## config.mk

```make
export PLATFORM = sky130hd
export DESIGN_NAME = mul_sequencer
export DESIGN_NICKNAME = d
export VERILOG_FILES = /design/src/rtl/mul_sequencer.sv
export SDC_FILE = /design/constraint.sdc
export NUM_CORES = 1
export LEC_CHECK = 0
export ABC_AREA = 1
export CAP_MARGIN = 20
export CORE_UTILIZATION = 55
export DETAILED_ROUTE_END_ITERATION = 6
export HOLD_SLACK_MARGIN = 0.05
export PLACE_DENSITY = 0.74
export SYNTH_ARGS = -nofsm -noshare
export SYNTH_HDL_FRONTEND = slang
export SYNTH_SLANG_ARGS = --single-unit
export TNS_END_PERCENT = 20
```

## constraint.sdc

```tcl
create_clock -name clk -period 8.85 [get_ports clk]
set_input_delay 0.885 -clock clk [delete_from_list [all_inputs] [get_ports clk]]
set_output_delay 0.885 -clock clk [all_outputs]
set_load 0.05 [all_outputs]
```

## src/rtl/mul_sequencer.sv

```systemverilog
// Radix-2 shift-add multiplier for mul/mulh/mulhu. It stalls execute while it iterates and pulses done for one cycle.
// Build option MUL_EARLY_EXIT_EN: leave BUSY as soon as the remaining multiplier bits are all zero.
module mul_sequencer #(
  parameter int XLEN = 32
) (
  input  logic            clk,
  input  logic            rst,
  input  logic            start,
  input  logic [3:0]      aluop,
  input  logic [XLEN-1:0] a,
  input  logic [XLEN-1:0] b,
  output logic [XLEN-1:0] result,
  output logic            done,
  output logic            busy,
  output logic            stall,
  output logic [1:0]      dbg_state_o
);

  typedef enum logic [1:0] {
    IDLE = 2'd0,
    BUSY = 2'd1,
    FIX  = 2'd2,
    DONE = 2'd3
  } state_e;

  localparam logic [3:0] OP_MUL   = 4'b0101;
  localparam logic [3:0] OP_MULH  = 4'b0110;
  localparam logic [3:0] OP_MULHU = 4'b0111;
  localparam int         CW       = $clog2(XLEN + 1);
  localparam logic [XLEN-1:0]   ONE_X  = XLEN'(1);
  localparam logic [2*XLEN-1:0] ONE_2X = (2*XLEN)'(1);

  // Handshake: a request is taken in the cycle where start is high, aluop is
  // one of the three multiply ops, and the sequencer is in IDLE or DONE.
  // There is no back-pressure on the result: done is high for exactly one
  // cycle, and result stays valid until the FIX cycle of the next operation.
  state_e                state_q;
  logic [2*XLEN-1:0]     acc_q;
  logic [2*XLEN-1:0]     mcand_q;
  logic [XLEN-1:0]       mplier_q;
  logic [XLEN-1:0]       result_q;
  logic [CW-1:0]         cnt_q;
  logic                  neg_q;
  logic                  high_q;
  logic                  done_q;
  logic                  busy_q;

  logic                  op_ok;
  logic                  accept;
  logic                  signed_op;
  logic [XLEN-1:0]       a_mag;
  logic [XLEN-1:0]       b_mag;
  logic [2*XLEN-1:0]     acc_sum;
  logic [2*XLEN-1:0]     acc_fix;
  logic                  last_iter;
  logic                  early_exit;

  always_comb begin
    op_ok     = (aluop == OP_MUL) || (aluop == OP_MULH) || (aluop == OP_MULHU);
    accept    = start && op_ok && ((state_q == IDLE) || (state_q == DONE));
    signed_op = (aluop == OP_MULH);
    // Magnitude of the most negative value wraps to itself; read as unsigned, that is the correct magnitude.
    a_mag     = (signed_op && a[XLEN-1]) ? (~a + ONE_X) : a;
    b_mag     = (signed_op && b[XLEN-1]) ? (~b + ONE_X) : b;
    acc_sum   = acc_q + (mplier_q[0] ? mcand_q : '0);
    acc_fix   = neg_q ? (~acc_q + ONE_2X) : acc_q;
    last_iter = (cnt_q == CW'(1));
`ifdef MUL_EARLY_EXIT_EN
    early_exit = (mplier_q == '0);
`else
    early_exit = 1'b0;
`endif
  end

  // stall has to be high in the request cycle itself so that the PC does not advance past the multiply.
  assign stall       = accept || (state_q == BUSY) || (state_q == FIX);
  assign result      = result_q;
  assign done        = done_q;
  assign busy        = busy_q;
  assign dbg_state_o = state_q;

  always_ff @(posedge clk or posedge rst) begin
    if (rst) begin
      state_q  <= IDLE;
      acc_q    <= '0;
      mcand_q  <= '0;
      mplier_q <= '0;
      result_q <= '0;
      cnt_q    <= '0;
      neg_q    <= 1'b0;
      high_q   <= 1'b0;
      done_q   <= 1'b0;
      busy_q   <= 1'b0;
    end else begin
      case (state_q)
        IDLE, DONE: begin
          done_q <= 1'b0;
          if (accept) begin
            acc_q    <= '0;
            mcand_q  <= {{XLEN{1'b0}}, a_mag};
            mplier_q <= b_mag;
            cnt_q    <= CW'(XLEN);
            neg_q    <= signed_op && (a[XLEN-1] ^ b[XLEN-1]);
            high_q   <= (aluop != OP_MUL);
            busy_q   <= 1'b1;
            state_q  <= BUSY;
          end else begin
            state_q  <= IDLE;
          end
        end
        BUSY: begin
          if (early_exit) begin
            state_q <= FIX;
          end else begin
            // The multiplicand moves left instead of shifting it by a variable amount each cycle.
            acc_q    <= acc_sum;
            mcand_q  <= mcand_q << 1;
            mplier_q <= mplier_q >> 1;
            cnt_q    <= cnt_q - CW'(1);
            if (last_iter) begin
              state_q <= FIX;
            end
          end
        end
        FIX: begin
          acc_q    <= acc_fix;
          result_q <= high_q ? acc_fix[2*XLEN-1:XLEN] : acc_fix[XLEN-1:0];
          done_q   <= 1'b1;
          busy_q   <= 1'b0;
          state_q  <= DONE;
        end
        default: begin
          state_q <= IDLE;
        end
      endcase
    end
  end

endmodule

```

==> metrics.cfg, run 1 <==
[power]
powerDensity_nw_per_um2 = 329
ir_worst_vdd_mv = 0.307
p_leak_uw = 0.0127

[route]
post_drt_wl_per_cell_um = 18.2
vias = 22700
viasPerCell = 5.62
wirelength_um = 73300
ant_nets = 0
drtPass1Iterations = 6
drc = 0
drt-initial-drc-count = 2496

[finish]
regArea_um2 = 5110
drive_above_1_share_pct = 2.60
post-route-util_pct = 62.7
final_net_count = 3708
diodes = 0
n_fill_cell = 3438
multiInputGateArea_um2 = 11800
finalNonFillerCells = 4036
area_growth_pct = 11.4

[synthesis]
synth_edf_count = 0
ys_seq_area_share_pct = 26.1
synth.net_count = 3647
synth-main-ff-cell = dfrtp_1
async_flop_share_pct = 100
avgSynthCellArea_um2 = 5.59
synth_area_leader_cell = nand2_1
synth_warnings = 0
ys_ff_latch = 204
syn_inst = 3504
yosys-top-cells-area = nand2_1 26%, dfrtp_1 26%, inv_1 12%
syn-cell-area_um2 = 19600
synth_top_area_share_pct = 26.5
ys_types = 40

[critical_path]
cp_max_fo = 77
path_cells = inv_1 -> ha_2 -> inv_2 -> buf_4 -> nand3_1 -> clkdlybuf4s50_1
arrival_ns = 3.49
required_ns = 7.97
startpoint_type = flop
worstSetupEndpointType = primary output
worstSetupPathType = flop to primary output
crit_slowest_cell = clkdlybuf4s50_1
cp_slowest_stage_delay_ns = 0.88

[sta]
setup_tns_ns = 0
worst_pin_slew_ns = 1.17
fmax_mhz = 229
slew-limit-headroom_pct = 22.1
fin_skew_ns = 0.0151
hold_violations = 0
post-route-period-util_pct = 49.4
hold_ws_ns = 0.478
period_needed_ns = 4.37
finalSetupViolCount = 0
drv_slew = 0
rsz0062_at_grt = no

[clocking]
htreeDepth = 1
insertion_delay_ns = 0.54
cts.repair.resized = 0
cts_sinks = 204
cts_setup_buffers = 0
path_clk_slew_ns = 0.06
cts-root-buf = clkbuf_16
cts_made_buffers = 25
postCtsHoldBufs = 0
clockBufferDepth = 3
cts_tree = built

[grt]
antenna_found_initial = 0
grt_max_degree = 125
overflow = 0
first_global_vias = 20700
grt_pass1_wl_um = 113000
grtUsageTotal_pct = 40.5

[flow_run]
drv_cap = 0

[floorplanning]
rows = 68
io_pins = 108
start_util_pct = 56.3
die_w_um = 191
die-area_um2 = 36400
fp.dieH_um = 191
coreArea_um2 = 34800

[placement]
place_inst = 3991
dpl.hpwl_um = 58400
place_congestion = 1.06
port_buffers = 107

[status]
outcome = finished clean

[min_path]
min_path_type = flop to flop

final timing paths:
check	from	end	slack, ns	depth (start not counted)
min in group asynchronous	rst	mcand_q[2]$_DFFE_PP0P_	0.93	2
min reg2reg	result[18]$_DFFE_PP0P_	result[18]$_DFFE_PP0P_	0.48	2
min	result[18]$_DFFE_PP0P_	result[18]$_DFFE_PP0P_	0.48	2
max reg2reg	dbg_state_o[1]$_DFFE_PP0P_	cnt_q[5]$_DFFE_PP0P_	4.91	12
max in group asynchronous	rst	mcand_q[43]$_DFFE_PP0P_	6.80	4
max	dbg_state_o[1]$_DFFE_PP0P_	stall	4.48	6
registers in the layout, indices dropped and copies added, names as in the netlist, 2 cells and up:
| name | flops |
|---|---|
| acc_q | 64 |
| cnt_q | 6 |
| dbg_state_o | 2 |
| mcand_q | 64 |
| mplier_q | 32 |
| result | 32 |
cell usage in the layout, fill, tap and decap left out, types with 28 or more instances in the layout:
cell type	netlist	final
a21oi_1	129	129
clkdlybuf4s50_1	0	107
dfrtp_1	204	202
ha_1	71	70
inv_1	617	616
nand2_1	1383	1383
nand3_1	257	257
nor2_1	373	369
o21ai_0	147	147
o22ai_1	33	33
xor2_1	28	28
where the power goes:
| part | internal, µW | switching, µW |
|---|---|---|
| clock network | 592 | 414 |
| registers | 1290 | 387 |
| logic | 1270 | 3240 |
| total | 3140 | 4040 |
cells by family (layout without fill, tap and decap cells):
family	count (synthesis)	count (layout)	synth area share (%)
AND/OR/NAND/NOR	2109	2109	43.4
buffers and inverters	713	790	13.8
AO/OA/AOI/OAI	369	369	10.4
flip-flops	204	204	26.1
adder cells (fa/ha/maj)	72	72	4.64
XOR/XNOR	37	37	1.65
metrics by stage:
step                worst slack, ns  instance area, µm²  power [µW]
finish                         4.48               21800        7190
floorplan                      2.40               19600        4520
detailed placement             4.94               21000        6030
global placement               4.99               21000        5920
global route                   4.37               21800        7650
CTS                            4.49               21800        7050
worst max-delay path: cells and delay by family, from the launching register on:
family	cells	cell delay (ns)
buf+inv	4	1.52
flops	1	0.40
fa+ha+maj	1	0.80
simple gates	1	0.19
synthesized netlist by cell type (23+ instances only):
cell type and number:
nand2_1 1383, inv_1 617, nor2_1 373, nand3_1 257, dfrtp_1 204, o21ai_0 147
a21oi_1 129, ha_1 71, clkbuf_1 54, o22ai_1 33, xor2_1 28, nand4_1 23
nor3_1 23
cell type report:
class | count | area share, %
timing repair buffer | 122 | 5.55
multi-input combinational | 2587 | 54.1
inverter | 625 | 10.8
clock inverter | 10 | 0.487
sequential | 204 | 23.4
clock buffer | 33 | 3.10
tap | 455 | 2.61
per-layer routing:
layer  vias to the layer above  part of all wire, %  GRT usage, %
met5                         -                    0             0
met4                         0                  4.8          17.4
met3                       164                   11          6.86
met2                      1196                   43          62.8
met1                     10400                   42          55.4
li1                      11000                    -             -
Note: power is estimated with default switching activity, not from simulation.
==> inputs of run 2 (changes only) <==
- PLACE_DENSITY: 0.74 -> 0.77
- clock period: 8.85 -> 3.65 ns (I/O delays scaled with it)
==> metrics.cfg, run 2 (synthesis results as in run 1) <==
[status]
outcome = complete, but fails checks
violations = DRC

[critical_path]
timing.rr.end = acc_q[62]$_DFFE_PP0P_
crit_path_frequent_cell = nand2_1
r2r_start = mplier_q[0]$_DFFE_PP0P_
startpoint_type = flop
crit_start = mplier_q[0]$_DFFE_PP0P_
path_cells = buf_4 -> nand2_1 -> inv_1 -> ha_1 -> nand2_1 -> nor2_1 -> nand2_1 -> nor4_1 -> nand2_1 -> nand2_1 -> nand2_1 -> nand3_1 -> nand2_1
crit_family = simple AND/OR/NAND/NOR gates
rrSetupSlack_ns = 0.40  ; -4.51 ns
arrival_ns = 3.70  ; +0.21 ns
worstRegToRegCells = 13  ; +1
crit_slowest_cell = dfrtp_2
worst-path-stages = 13  ; +7
cp_slowest_stage_delay_ns = 0.61  ; -0.27 ns
required_ns = 4.11  ; -3.86 ns
worstSetupPathType = flop to flop
path_buf_inv = 2  ; -2
cp_max_fo = 40  ; -48%
cp-endpoint = acc_q[62]$_DFFE_PP0P_
worstSetupEndpointType = flop

[flow_run]
drv_cap = 0  ; unchanged

[floorplanning]
rows = 68  ; unchanged
die-area_um2 = 36400  ; unchanged
start_util_pct = 56.3  ; unchanged
io_pins = 108  ; unchanged
coreArea_um2 = 34800  ; unchanged
die_w_um = 191  ; unchanged
fp.dieH_um = 191  ; unchanged

[grt]
grtUsageTotal_pct = 40.7  ; +0.17 points
antenna_found_initial = 0  ; unchanged
overflow = 0  ; unchanged
grt_pass1_wl_um = 114000  ; +1.1%
first_global_vias = 20900  ; +0.86%
grt_max_degree = 102  ; -18%

[clocking]
htreeDepth = 1  ; unchanged
cts.repair.resized = 0  ; unchanged
clockBufferDepth = 3  ; unchanged
cts_setup_buffers = 0  ; unchanged
cts-root-buf = clkbuf_16
insertion_delay_ns = 0.58  ; +0.04 ns
cts_made_buffers = 25  ; unchanged
path_clk_slew_ns = 0.07  ; about the same
cts_sinks = 204  ; unchanged
postCtsHoldBufs = 0  ; unchanged
cts_tree = built

[sta]
hold_ws_ns = 0.0491  ; -0.429 ns
fmax_mhz = 308
drv_slew = 0  ; unchanged
fin_skew_ns = 0.0110  ; -0.00404 ns
layout_setup_ws_ns = 0.404  ; -4.07 ns
hold_violations = 0  ; unchanged
worst_pin_slew_ns = 1.04  ; -0.126 ns
post-route-period-util_pct = 88.9
period_needed_ns = 3.25
finalSetupViolCount = 0  ; unchanged
slew-limit-headroom_pct = 29.7  ; +7.6 points
rsz0062_at_grt = no
setup_tns_ns = 0  ; unchanged

[route]
ant_nets = 0  ; unchanged
drc = 5  ; +5
viasPerCell = 5.62  ; about the same
drtPass1Iterations = 7  ; +1
post_drt_wl_per_cell_um = 18.1  ; -0.36%
vias = 22700  ; +0.30%
drt-initial-drc-count = 2798  ; +12%
wirelength_um = 73200  ; -0.12%

[min_path]
min_path_type = primary input to asynchronous set/reset pin

[finish]
area_growth_pct = 12.4
post-route-util_pct = 63.3  ; +0.54 points
regArea_um2 = 5110  ; unchanged
design_area_um2 = 22000  ; +0.87%
layout_common_cells = 1383 x nand2_1, 616 x inv_1, 369 x nor2_1
diodes = 0  ; unchanged
final_net_count = 3715  ; +0.19%
drive_above_1_share_pct = 2.98  ; +0.38 points
layout_commonest_cell = nand2_1
top_regs = acc_q (64), mcand_q (64)
n_fill_cell = 3436  ; -0.058%
multiInputGateArea_um2 = 11800  ; unchanged

[placement]
place_congestion = 1.11  ; +5.3%
dpl.hpwl_um = 58200  ; -0.42%
dpl_cell_area_um2 = 21100  ; +0.47%
port_buffers = 107  ; unchanged
place_ws_ns = 0.487  ; -4.45 ns

[power]
powerDensity_nw_per_um2 = 807  ; +140%
p_leak_uw = 0.0128  ; +0.67%
ir_worst_vdd_mv = 0.930  ; +200%

## run 2: cell types whose count changed in the layout (fill, tap and decap cells not counted), sizes merged
| cell | change |
|---|---|
| clkdlybuf4s50 | -1 |
| bufinv | +3 |
| buf | +8 |
| clkbuf | -3 |
| clkinvlp | +3 |
## run 2: through the flow
stage | total power, µW | cells
finish | 17800 | 4046
CTS | 17400 | 4046
floorplan | 11000 | 3504
detailed placement | 14600 | 4000
global route | 18900 | 4046
global placement | 14400 | 4000
## run 2: how the worst min path moves through the flow
stage | end | depth (start not counted)
4_1_cts | busy$_DFFE_PP0P_ | 2
2_1_floorplan | mplier_q[30]$_DFFE_PP0P_ | 2
6_report | busy$_DFFE_PP0P_ | 2
5_1_grt | busy$_DFFE_PP0P_ | 2
3_3_place_gp | mplier_q[30]$_DFFE_PP0P_ | 2
3_5_place_dp | result[26]$_DFFE_PP0P_ | 2
## run 2: power breakdown
part	internal [µW]	switching [µW]	leakage [µW]
Combinational	3090	7740	0.00967
Sequential	3120	998	0.00266
Clock	1670	1140	0.000436
## run 2: area by class of cell
| cell class | instances | share of cell area (%) |
|---|---|---|
| Clock buffer | 30 | 3.02 |
| Clock inverter | 16 | 1.14 |
| Inverter | 625 | 10.7 |
| Multi-Input combinational cell | 2587 | 53.6 |
| Sequential cell | 204 | 23.2 |
| Tap cell | 455 | 2.59 |
| Timing Repair Buffer | 129 | 5.77 |
## run 2: routing by layer
layer / track usage (%) / share of wire (%)
met5: 0 / 0
met4: 19.6 / 5.0
met3: 5.67 / 10
met2: 62.1 / 42
met1: 56.5 / 42
